==> config.mk <==
export PLATFORM = sky130hd
export DESIGN_NAME = pwm_meter_flat
export DESIGN_NICKNAME = d
export VERILOG_FILES = /design/src/rtl/pwm_meter_if.sv /design/src/rtl/pwm_meter.sv /design/src/flat_wrapper.sv
export SDC_FILE = /design/constraint.sdc
export NUM_CORES = 1
export LEC_CHECK = 0
export BUFFER_PORTS_ARGS = -buffer_cell sky130_fd_sc_hd__buf_2
export CELL_PAD_IN_SITES_DETAIL_PLACEMENT = 1
export CELL_PAD_IN_SITES_GLOBAL_PLACEMENT = 1
export CORE_UTILIZATION = 42
export DETAILED_ROUTE_END_ITERATION = 7
export HOLD_SLACK_MARGIN = 0.12
export PLACE_DENSITY = 0.87
export SLEW_MARGIN = 20
export SYNTH_ARGS = -nofsm -noshare
export SYNTH_HDL_FRONTEND = slang
export SYNTH_SLANG_ARGS = --single-unit
==> constraint.sdc <==
create_clock -name CLK -period 2.3 [get_ports CLK]
set_input_delay 0.46 -clock CLK [delete_from_list [all_inputs] [get_ports CLK]]
set_output_delay 0.46 -clock CLK [all_outputs]
set_load 0.1 [all_outputs]
==> src/rtl/pwm_meter_if.sv <==
// PWM link measurement bundle: the line into the meter and its results out.
interface pwm_meter_if #(
   parameter int CNT_W = 16
);
   logic             Invoer;
   logic [CNT_W-1:0] Hoog;
   logic [CNT_W-1:0] Periode;
   logic             Geldig;
   logic             Fout;

   // Meter side.
   modport slave (
      input  Invoer,
      output Hoog,
      output Periode,
      output Geldig,
      output Fout
   );

   // Source/consumer side.
   modport master (
      output Invoer,
      input  Hoog,
      input  Periode,
      input  Geldig,
      input  Fout
   );
endinterface

==> src/rtl/pwm_meter.sv <==
// PWM period / high-time meter with loss-of-signal timeout.
//
// state | meaning
// ------+-------------------------------------------------------------
// WACHT | no valid reference rising edge yet; next rise only arms
// MEET  | measuring since the last rise; next rise reports the period
module pwm_meter #(
   parameter int CNT_W   = 16,
   parameter int TIMEOUT = 48000
) (
   input  logic        CLK,
   input  logic        Reset,
   pwm_meter_if.slave  bus
);

   typedef enum logic {WACHT = 1'b0, MEET = 1'b1} state_t;

   localparam logic [CNT_W-1:0] SAT     = '1;
   localparam logic [CNT_W-1:0] ONE     = CNT_W'(1);
   localparam logic [CNT_W-1:0] TMO_CNT = CNT_W'(TIMEOUT);

   state_t           state_q, state_d;
   logic             s1_q, s2_q, s3_q;
   logic [CNT_W-1:0] per_cnt_q, per_cnt_d;
   logic [CNT_W-1:0] hoog_cnt_q, hoog_cnt_d;
   logic [CNT_W-1:0] hoog_q, hoog_d;
   logic [CNT_W-1:0] periode_q, periode_d;
   logic             geldig_q, geldig_d;
   logic             fout_q, fout_d;
   logic             rise;
   logic             tmo;

   assign rise = s2_q & ~s3_q;
   // A rise in the same cycle as the terminal count takes priority.
   assign tmo  = (per_cnt_q == TMO_CNT) && !rise;

   // Two-flop synchroniser plus one delay stage for edge detection.
   always_ff @(posedge CLK or posedge Reset) begin
      if (Reset) begin
         s1_q <= 1'b0;
         s2_q <= 1'b0;
         s3_q <= 1'b0;
      end else begin
         s1_q <= bus.Invoer;
         s2_q <= s1_q;
         s3_q <= s2_q;
      end
   end

   // State register.
   always_ff @(posedge CLK or posedge Reset) begin
      if (Reset) state_q <= WACHT;
      else       state_q <= state_d;
   end

   // Next-state: any rise arms/keeps measuring, a timeout drops the reference.
   always_comb begin
      state_d = state_q;
      if (rise)     state_d = MEET;
      else if (tmo) state_d = WACHT;
   end

   // Counter and result update; the rise cycle is the first high cycle of the new period.
   always_comb begin
      per_cnt_d  = (per_cnt_q == SAT) ? SAT : per_cnt_q + ONE;
      hoog_cnt_d = (s2_q && hoog_cnt_q != SAT) ? hoog_cnt_q + ONE : hoog_cnt_q;
      hoog_d     = hoog_q;
      periode_d  = periode_q;
      geldig_d   = 1'b0;
      fout_d     = fout_q;
      if (rise) begin
         per_cnt_d  = ONE;
         hoog_cnt_d = ONE;
         if (state_q == MEET) begin
            hoog_d    = hoog_cnt_q;
            periode_d = per_cnt_q;
            geldig_d  = 1'b1;
            fout_d    = 1'b0;
         end
      end else if (tmo) begin
         per_cnt_d  = '0;
         hoog_cnt_d = '0;
         hoog_d     = s2_q ? SAT : '0;
         periode_d  = TMO_CNT;
         geldig_d   = 1'b1;
         fout_d     = 1'b1;
      end
   end

   // Counter and output registers.
   always_ff @(posedge CLK or posedge Reset) begin
      if (Reset) begin
         per_cnt_q  <= '0;
         hoog_cnt_q <= '0;
         hoog_q     <= '0;
         periode_q  <= '0;
         geldig_q   <= 1'b0;
         fout_q     <= 1'b0;
      end else begin
         per_cnt_q  <= per_cnt_d;
         hoog_cnt_q <= hoog_cnt_d;
         hoog_q     <= hoog_d;
         periode_q  <= periode_d;
         geldig_q   <= geldig_d;
         fout_q     <= fout_d;
      end
   end

   assign bus.Hoog    = hoog_q;
   assign bus.Periode = periode_q;
   assign bus.Geldig  = geldig_q;
   assign bus.Fout    = fout_q;

endmodule
==> src/flat_wrapper.sv <==
// flat-port wrapper written by rule: the top's interface ports become plain ports
module pwm_meter_flat 
#(
   parameter int CNT_W   = 16,
   parameter int TIMEOUT = 48000
)
  (CLK, Reset, bus_Invoer, bus_Hoog, bus_Periode, bus_Geldig, bus_Fout);
  pwm_meter_if #(.CNT_W(CNT_W)) bus_i ();
  input  logic CLK;
  input  logic Reset;
  input wire logic [$bits(bus_i.Invoer)-1:0] bus_Invoer;
  output wire logic [$bits(bus_i.Hoog)-1:0] bus_Hoog;
  output wire logic [$bits(bus_i.Periode)-1:0] bus_Periode;
  output wire logic [$bits(bus_i.Geldig)-1:0] bus_Geldig;
  output wire logic [$bits(bus_i.Fout)-1:0] bus_Fout;
  assign bus_i.Invoer = bus_Invoer;
  assign bus_Hoog = bus_i.Hoog;
  assign bus_Periode = bus_i.Periode;
  assign bus_Geldig = bus_i.Geldig;
  assign bus_Fout = bus_i.Fout;
  pwm_meter #(.CNT_W(CNT_W), .TIMEOUT(TIMEOUT)) u_core (.CLK(CLK), .Reset(Reset), .bus(bus_i));
endmodule
-- Word level (Yosys, flattened, before mapping)
Cells that the tools add are included.
- register bits after elaboration: 70
- output and inout port bits: 34
- bitwise logic cells: 2
- reductions and logical operators: 6
- equality and inequality tests: 4
- $add $sub $neg: 2
- multiplexer cells: 21
- operator list (cell ; count):
    16-bit 2-to-1 mux ; 13
    16-bit by 1-bit adder with 16-bit output (second input constant) ; 2
    16-bit == test (second input constant) ; 2
    16-bit != test (second input constant) ; 1
    1-bit 2-to-1 mux ; 8
    3-bit nonzero test ; 1
    1-bit logical AND ; 2
    2-bit by 1-bit != test with 1-bit output (second input constant) ; 1
    2-bit AND reduction ; 1
    2-bit nonzero test ; 1
    1-bit AND ; 1
    1-bit logical NOT ; 1
    1-bit NOT ; 1

-- Longest topological paths before layout
Gate-level depths: netlist of the first run.
- depth in word-level cells: 6
- depth in mapped cells: 8
- depth with buffers taken out: 7

-- Least setup slack after synthesis of the first run
No wires, ideal clock.
- path kind: reg-to-reg
- start: register u_core.per_cnt_q[0]
- end: register u_core.per_cnt_q[3]
- clock period less this slack: 1.842 ns
- arrival: 1.769 ns
- path slack: 0.458 ns
- cell stages (with the launch flop): 7
- path through: dfrtp_1 > ha_1 > nand3_1 > or4_4 > or2_4 > buf_6 > a21oi_2
- cells in the longest elaborated chain, start to end: 4
- elaborated cells between the ends (all ways): 7
- RTL lines (what ; line ; text):
    start: declaration ; pwm_meter.sv:24 ; logic [CNT_W-1:0] per_cnt_q, per_cnt_d;
    start signal: assignment ; pwm_meter.sv:100 ; per_cnt_q <= per_cnt_d;
    16-bit by 1-bit adder with 16-bit output (tied with other cells) ; pwm_meter.sv:65 ; per_cnt_d = (per_cnt_q == SAT) ? SAT : per_cnt_q + ONE;
    16-bit 2-to-1 mux or 1-bit logical AND (tied branches) ; pwm_meter.sv:65, pwm_meter.sv:35 ;
    16-bit 2-to-1 mux * ; pwm_meter.sv:80 ; end else if (tmo) begin
    16-bit 2-to-1 mux * ; pwm_meter.sv:71 ; if (rise) begin
    via u_core.per_cnt_d[3] ; pwm_meter.sv:24 ;
The timed path passes the listed nets; every way through them passes the cells marked *.
A chain may end at the register's enable or synchronous reset.

-- Worst setup path after layout of the first run
- start: register u_core.per_cnt_q[0]
- end: register u_core.per_cnt_q[1]
The elaborated chain is that of the path after synthesis.

==> metrics.txt, run 1 <==
slowest cell on the critical path=or4_4; share of post-route cells with drive strength above 1=0.2554; CTS Buffer Depth=2; fin cells=470; root buf cell=clkbuf_8; vias in the first global route=2817; Yosys cell types=55; Initial Utilization=0.4407; CTS buffer count=9; antenna-violating nets left=0; FF+latch area=1752 um2; Hold-fix buffers, CTS=0; Max H-tree Level=3; layout filler cell count=896; fin. max-slew vios=0; critical path data required time=2.58 ns; post-CTS setup buffer count=0; Pre-antenna DRT Iters=4; EDFF count, synth=0; Leak Pwr=1.778 nW; # nets final=370; Placed Instances=455; Sum Neg Setup Slack=0 ns; CP max FO=11; Slew @ Worst Pin=0.5247 ns; P&R area growth vs syn=14.51%; ys flop type=dfrtp_1; Fin Clk Skew=0.006501 ns; critical path cell sequence=ha_1, nand3_1, or4_4, or2_4, a21oi_1; Clock Pin Slew Worst Setup and Hold Paths=0.08 ns; async set-reset flop share out of synthesis=1.000; multi-input gate area in the final layout=1513 um2; maximum clock frequency=479.7 MHz; Yosys reg bits=70; initial drt markers=215; CTS sink cnt=70; Synth Warn #=0; kind of end point of the critical path=flop; DIE AREA=8558 um2; GR Overflow Total=0; HP Class=in -> async; DP HPWL=6006 um; DRC errors left=0; GRT Total Usage=0.2266; Routed Wire Length=8825 um; Crit Path Class=reg -> reg; final setup vio count=0; PnR worst setup slack=0.2153 ns; RSZ-0062 raised after global routing=no; count of input and output buffers=36; Final min period=2.085 ns; wire length per cell after detailed routing=18.78 um; # Max-Cap Violations=0; row cnt=32; DR vias=2769; first-pass GRT wire length=14790 um; post-synth net total=329; mapped cell area=3441 um2; initial antenna violation count=0; DP Worst Slack=0.2519 ns; Worst Path Arrival=2.36 ns; Skew-Pair Late Insertion Delay=0.36 ns; Worst VDD drop=583.0 uV; syn_area_per_cell=10.65 um2; crit share post-route=0.9064; max incr delay on CP=0.60 ns; Antenna diodes=0; status=complete, no violations; GPL Wtd Cong=0.8363; Die H=92.51 um; Mapped Cells=323; placed cell areas=3751 um2; Tot Pwr=3.663 mW; Final Hold Fails=0; die extent in x=92.51 um; post_cts resized=0; CTS tree=built; largest net degree at the start of global routing=71; IO Pins=37; sequential share of the synthesized area=0.5091; Startpoint Class=flop; via density per instance=5.891; power per standard cell area=929.6 nW/um2; Rel. slew slack=0.6499; Finished Cell Area=3940 um2; Placeable Area=7807 um2
==> area by class of cell <==
type                       instances  share of cell area
sequential                        70              0.4446
tap                              102             0.03239
multi-input combinational        217              0.3839
timing repair buffer              47             0.07304
clock inverter                     4             0.01207
inverter                          19             0.01810
clock buffer                      11             0.03588
==> through the flow <==
stage	util	hold WS, ns
3_5_place_dp	0.4804	0.3536
6_report	0.5046	0.1801
4_1_cts	0.5046	0.1911
3_3_place_gp	0.4804	0.3320
5_1_grt	0.5046	0.1977
2_1_floorplan	-	0.3312
==> kinds of logic after synthesis <==
group,after synthesis,share of synthesized area
xor gates and xnor gates,11,0.02800
buffers and inverters,36,0.05127
AOI/OAI and AO/OA,105,0.2324
muxes,3,0.009817
and+or+nand+nor,95,0.1585
adders and majority gates,3,0.01091
DFF,70,0.5091
==> worst paths after layout <==
check,start,to,slack (ns),cells past startpoint
max,u_core.per_cnt_q[0],u_core.per_cnt_q[1],0.22,5
min,Reset,u_core.bus.Hoog[13],0.18,3
max reg2reg,u_core.per_cnt_q[0],u_core.per_cnt_q[1],0.22,5
min reg2reg,u_core.s1_q,u_core.s2_q,0.37,0
max in group asynchronous,Reset,u_core.bus.Periode[4],1.83,3
min in group CLK,bus_Invoer,u_core.s1_q,0.21,1
==> synthesized netlist by cell type (all sizes together) (8+ instances only) <==
cell	count	area share
dfrtp	70	0.51
a21oi	32	0.057
inv	19	0.021
nor2	18	0.020
nand2	17	0.019
o21ai	13	0.019
a2bb2oi	11	0.028
nand4	10	0.020
or3	10	0.019
a22o	9	0.023
a311oi	9	0.023
buf	9	0.021
clkbuf	8	0.0091
nor3	8	0.012
xnor2	8	0.020
==> cell usage in the layout, fill, tap and decap left out, types with 2 or more instances in the layout <==
cell type	n
dfrtp_1	70
buf_2	36
a21oi_1	22
nor2_1	18
nand2_1	17
inv_1	17
a2bb2oi_1	11
a21oi_2	10
clkbuf_8	10
nand4_1	9
or3_1	9
a311oi_1	9
buf_4	9
nor3_1	8
o21ai_0	8
xnor2_1	8
a22o_1	8
a21o_1	7
o221a_2	7
nand3_1	6
and3_1	6
o21ai_1	5
o22a_1	5
xor2_1	3
o21a_1	3
o31ai_1	3
or4_1	3
nor4_1	3
ha_1	3
and4bb_2	2
and2_1	2
mux2i_1	2
nor2b_1	2
inv_2	2
clkinv_2	2
buf_12	2
==> power breakdown <==
part	internal (mW)	switching, mW	total [mW]
sequential	1.37	0.172	1.54
clock	0.521	0.468	0.989
combinational	0.249	0.882	1.13
total	2.14	1.52	3.66
==> metal layers <==
metal,vias up,part of all wire,GRT usage
met5,-,0,0
met1,1421,0.48,0.3228
met3,11,0.039,0.03366
li1,1279,-,-
met4,0,0.016,0.1016
met2,58,0.46,0.3420
==> sequential cells by signal, indices dropped and copies added (netlist names) <==
register and flops:
u_core.bus.Fout 1, u_core.bus.Geldig 1, u_core.bus.Hoog 16, u_core.bus.Periode 16, u_core.hoog_cnt_q 16, u_core.per_cnt_q 16
u_core.s1_q 1, u_core.s2_q 1, u_core.s3_q 1, u_core.state_q 1
==> worst max-delay path: cells and delay by family, from the launching register on <==
family                     cells  cell delay (ns)
and+or+nand+nor                3             1.13
adders and majority gates      1             0.25
AOI/OAI and AO/OA              1             0.17
DFF                            1             0.46
Note: power is estimated with default switching activity, not from simulation.
==> run 2: changes to the inputs <==
Settings changed: RECOVER_POWER set to 25.
==> run 2 against run 1 <==
The flow now finishes with violations (max-capacitance violations, max-slew violations). Fmax hardly changed. Critical endpoint unchanged. Non-clock buffer count stayed put. Global-route usage stayed put. Critical path depth stayed put. Sequential cell count stayed put. Combinational power hardly changed. Sequential share of layout area is 0.17 points higher. Clock power is 0.6% higher. Worst hold slack better by 0.029 ns. First-iteration DRC count is 0.93% higher. Sequential power hardly changed.
==> metrics.txt, run 2 (synthesis results as in run 1) <==
status=finished, violations left; violations in the final reports=max-capacitance violations, max-slew violations; CTS buffer count=9 (unchanged); count of input and output buffers=36 (unchanged); maximum clock frequency=479.8 MHz (about the same); # Max-Cap Violations=1 (+1); DRC errors left=0 (unchanged); share of post-route cells with drive strength above 1=0.2527 (-0.002717); HP Class=in -> reg; CP endpoint=u_core.per_cnt_q[1]; Pre-antenna DRT Iters=4 (unchanged); Max H-tree Level=3 (unchanged); Clock Pin Slew Worst Setup and Hold Paths=0.07 ns (about the same); CP max FO=11 (unchanged); Comb pwr share=0.308 (about the same); DIE AREA=8558 um2 (unchanged); P&R area growth vs syn=14.07%; sequential power share=0.421 (about the same); Initial Utilization=0.4407 (unchanged); post-CTS setup buffer count=0 (unchanged); Rel. slew slack=-0.1289 (-0.7788); final design utilization=0.5027 (-0.001923); leading cell type in the layout, fill and taps excluded=dfrtp_1; Net Sw Frac=0.4168 (+0.001079); CP Launch Point=u_core.per_cnt_q[0]; Worst Path Arrival=2.36 ns (about the same); GPL Wtd Cong=0.8363 (unchanged); Hold-fix buffers, CTS=0 (unchanged); power share of the clock group=0.271 (about the same); Critical R2R Capture=u_core.per_cnt_q[1]; power per standard cell area=933.6 nW/um2 (+0.43%); Leak Pwr=1.774 nW (-0.23%); layout filler cell count=898 (+0.22%); largest net degree at the start of global routing=71 (unchanged); IO Pins=37 (unchanged); Routed Wire Length=8854 um (+0.33%); r2r setup slk=0.22 ns (about the same); switching pwr=1.527 mW (+0.30%); GR Overflow Total=0 (unchanged); GRT Total Usage=0.2266 (unchanged); Startpoint Class=flop; first-pass GRT wire length=14790 um (unchanged); CTS Buffer Depth=2 (unchanged); Fin Clk Skew=0.008223 ns (+0.001722 ns); initial antenna violation count=0 (unchanged); RSZ-0062 raised after global routing=no; Final Hold Fails=0 (unchanged); vias in the first global route=2817 (unchanged); CTS sink cnt=70 (unchanged); initial drt markers=217 (+0.93%); kind of end point of the critical path=flop; Die H=92.51 um (unchanged); Slew @ Worst Pin=1.693 ns (+1.169 ns); crit share post-route=0.9062 (about the same); DR vias=2770 (+0.036%); fin. max-slew vios=71 (+71); DP HPWL=6006 um (unchanged); most frequent cells in the layout=70 x dfrtp_1, 36 x buf_2, 22 x a21oi_1; post_cts resized=0 (unchanged); die extent in x=92.51 um (unchanged); path depth of the worst reg2reg path=5 (unchanged); antenna-violating nets left=0 (unchanged); # nets final=370 (unchanged); via density per instance=5.894 (about the same); critical path data required time=2.58 ns (about the same); Crit Path Class=reg -> reg; Pint=2.137 mW (-0.14%); row cnt=32 (unchanged); Final min period=2.084 ns (-0.0004770 ns); Placeable Area=7807 um2 (unchanged); root buf cell=clkbuf_8; Antenna diodes=0 (unchanged); Skew-Pair Late Insertion Delay=0.36 ns (about the same); CTS tree=built; final setup vio count=0 (unchanged); wire length per cell after detailed routing=18.84 um (+0.33%); Sum Neg Setup Slack=0 ns (unchanged); Worst VDD drop=583.4 uV (about the same); origin of the critical flop-to-flop path=u_core.per_cnt_q[0]; smallest hold slack=0.2096 ns (+0.02945 ns)
-- run 2: changes by cell type in the layout (fill, tap and decap cells not counted), sizes merged --
cell,change
buf,-1
clkbuf,+1
-- run 2: layout make-up --
type	instances	area (um2)	area share
inverter	19	71.32	0.01817
multi-input combinational	217	1513	0.3854
clock buffer	11	141.4	0.03602
tap	102	127.6	0.03252
sequential	70	1752	0.4463
timing repair buffer	47	272.8	0.06949
clock inverter	4	47.55	0.01211
-- run 2: through the flow --
step                cells  area [um2]  setup slack [ns]  total power, mW
global placement      455        3751            0.3614            2.645
detailed placement    455        3751            0.2519            2.691
global route          470        3925           0.07558            3.807
finish                470        3925            0.2157            3.664
CTS                   470        3940            0.2356            3.683
floorplan             323        3441           0.07179            2.456
-- run 2: critical path: stages, from the launching register on --
cell	delay, ns
dfrtp_1	0.46
ha_1	0.25
nand3_1	0.19
or4_4	0.60
or2_4	0.34
a21oi_1	0.17
-- run 2: worst min-delay path by stage --
stage                      startpoint             endpoint  slack (ns)  cells after the start
after global routing       bus_Invoer          u_core.s1_q        0.20                      1
final                      bus_Invoer          u_core.s1_q        0.21                      1
after global placement    u_core.s1_q          u_core.s2_q        0.33                      0
after floorplan           u_core.s1_q          u_core.s2_q        0.33                      0
after CTS                       Reset  u_core.bus.Hoog[12]        0.19                      3
after detailed placement  u_core.s1_q          u_core.s2_q        0.35                      0
-- run 2: metal layers --
layer | track usage | wire [um]
met3 | 0.03366 | 310
met2 | 0.3420 | 4098
met1 | 0.3228 | 4306
met4 | 0.1016 | 140
met5 | 0 | 0
-- run 2: power by group through the flow --
stage	clock network [mW]	logic, mW	registers [mW]
final	0.995	1.13	1.54
after global routing	1.06	1.19	1.56
after CTS	1.00	1.14	1.54
after detailed placement	0	1.13	1.56
after global placement	0	1.11	1.54
after floorplan	0	0.331	2.13
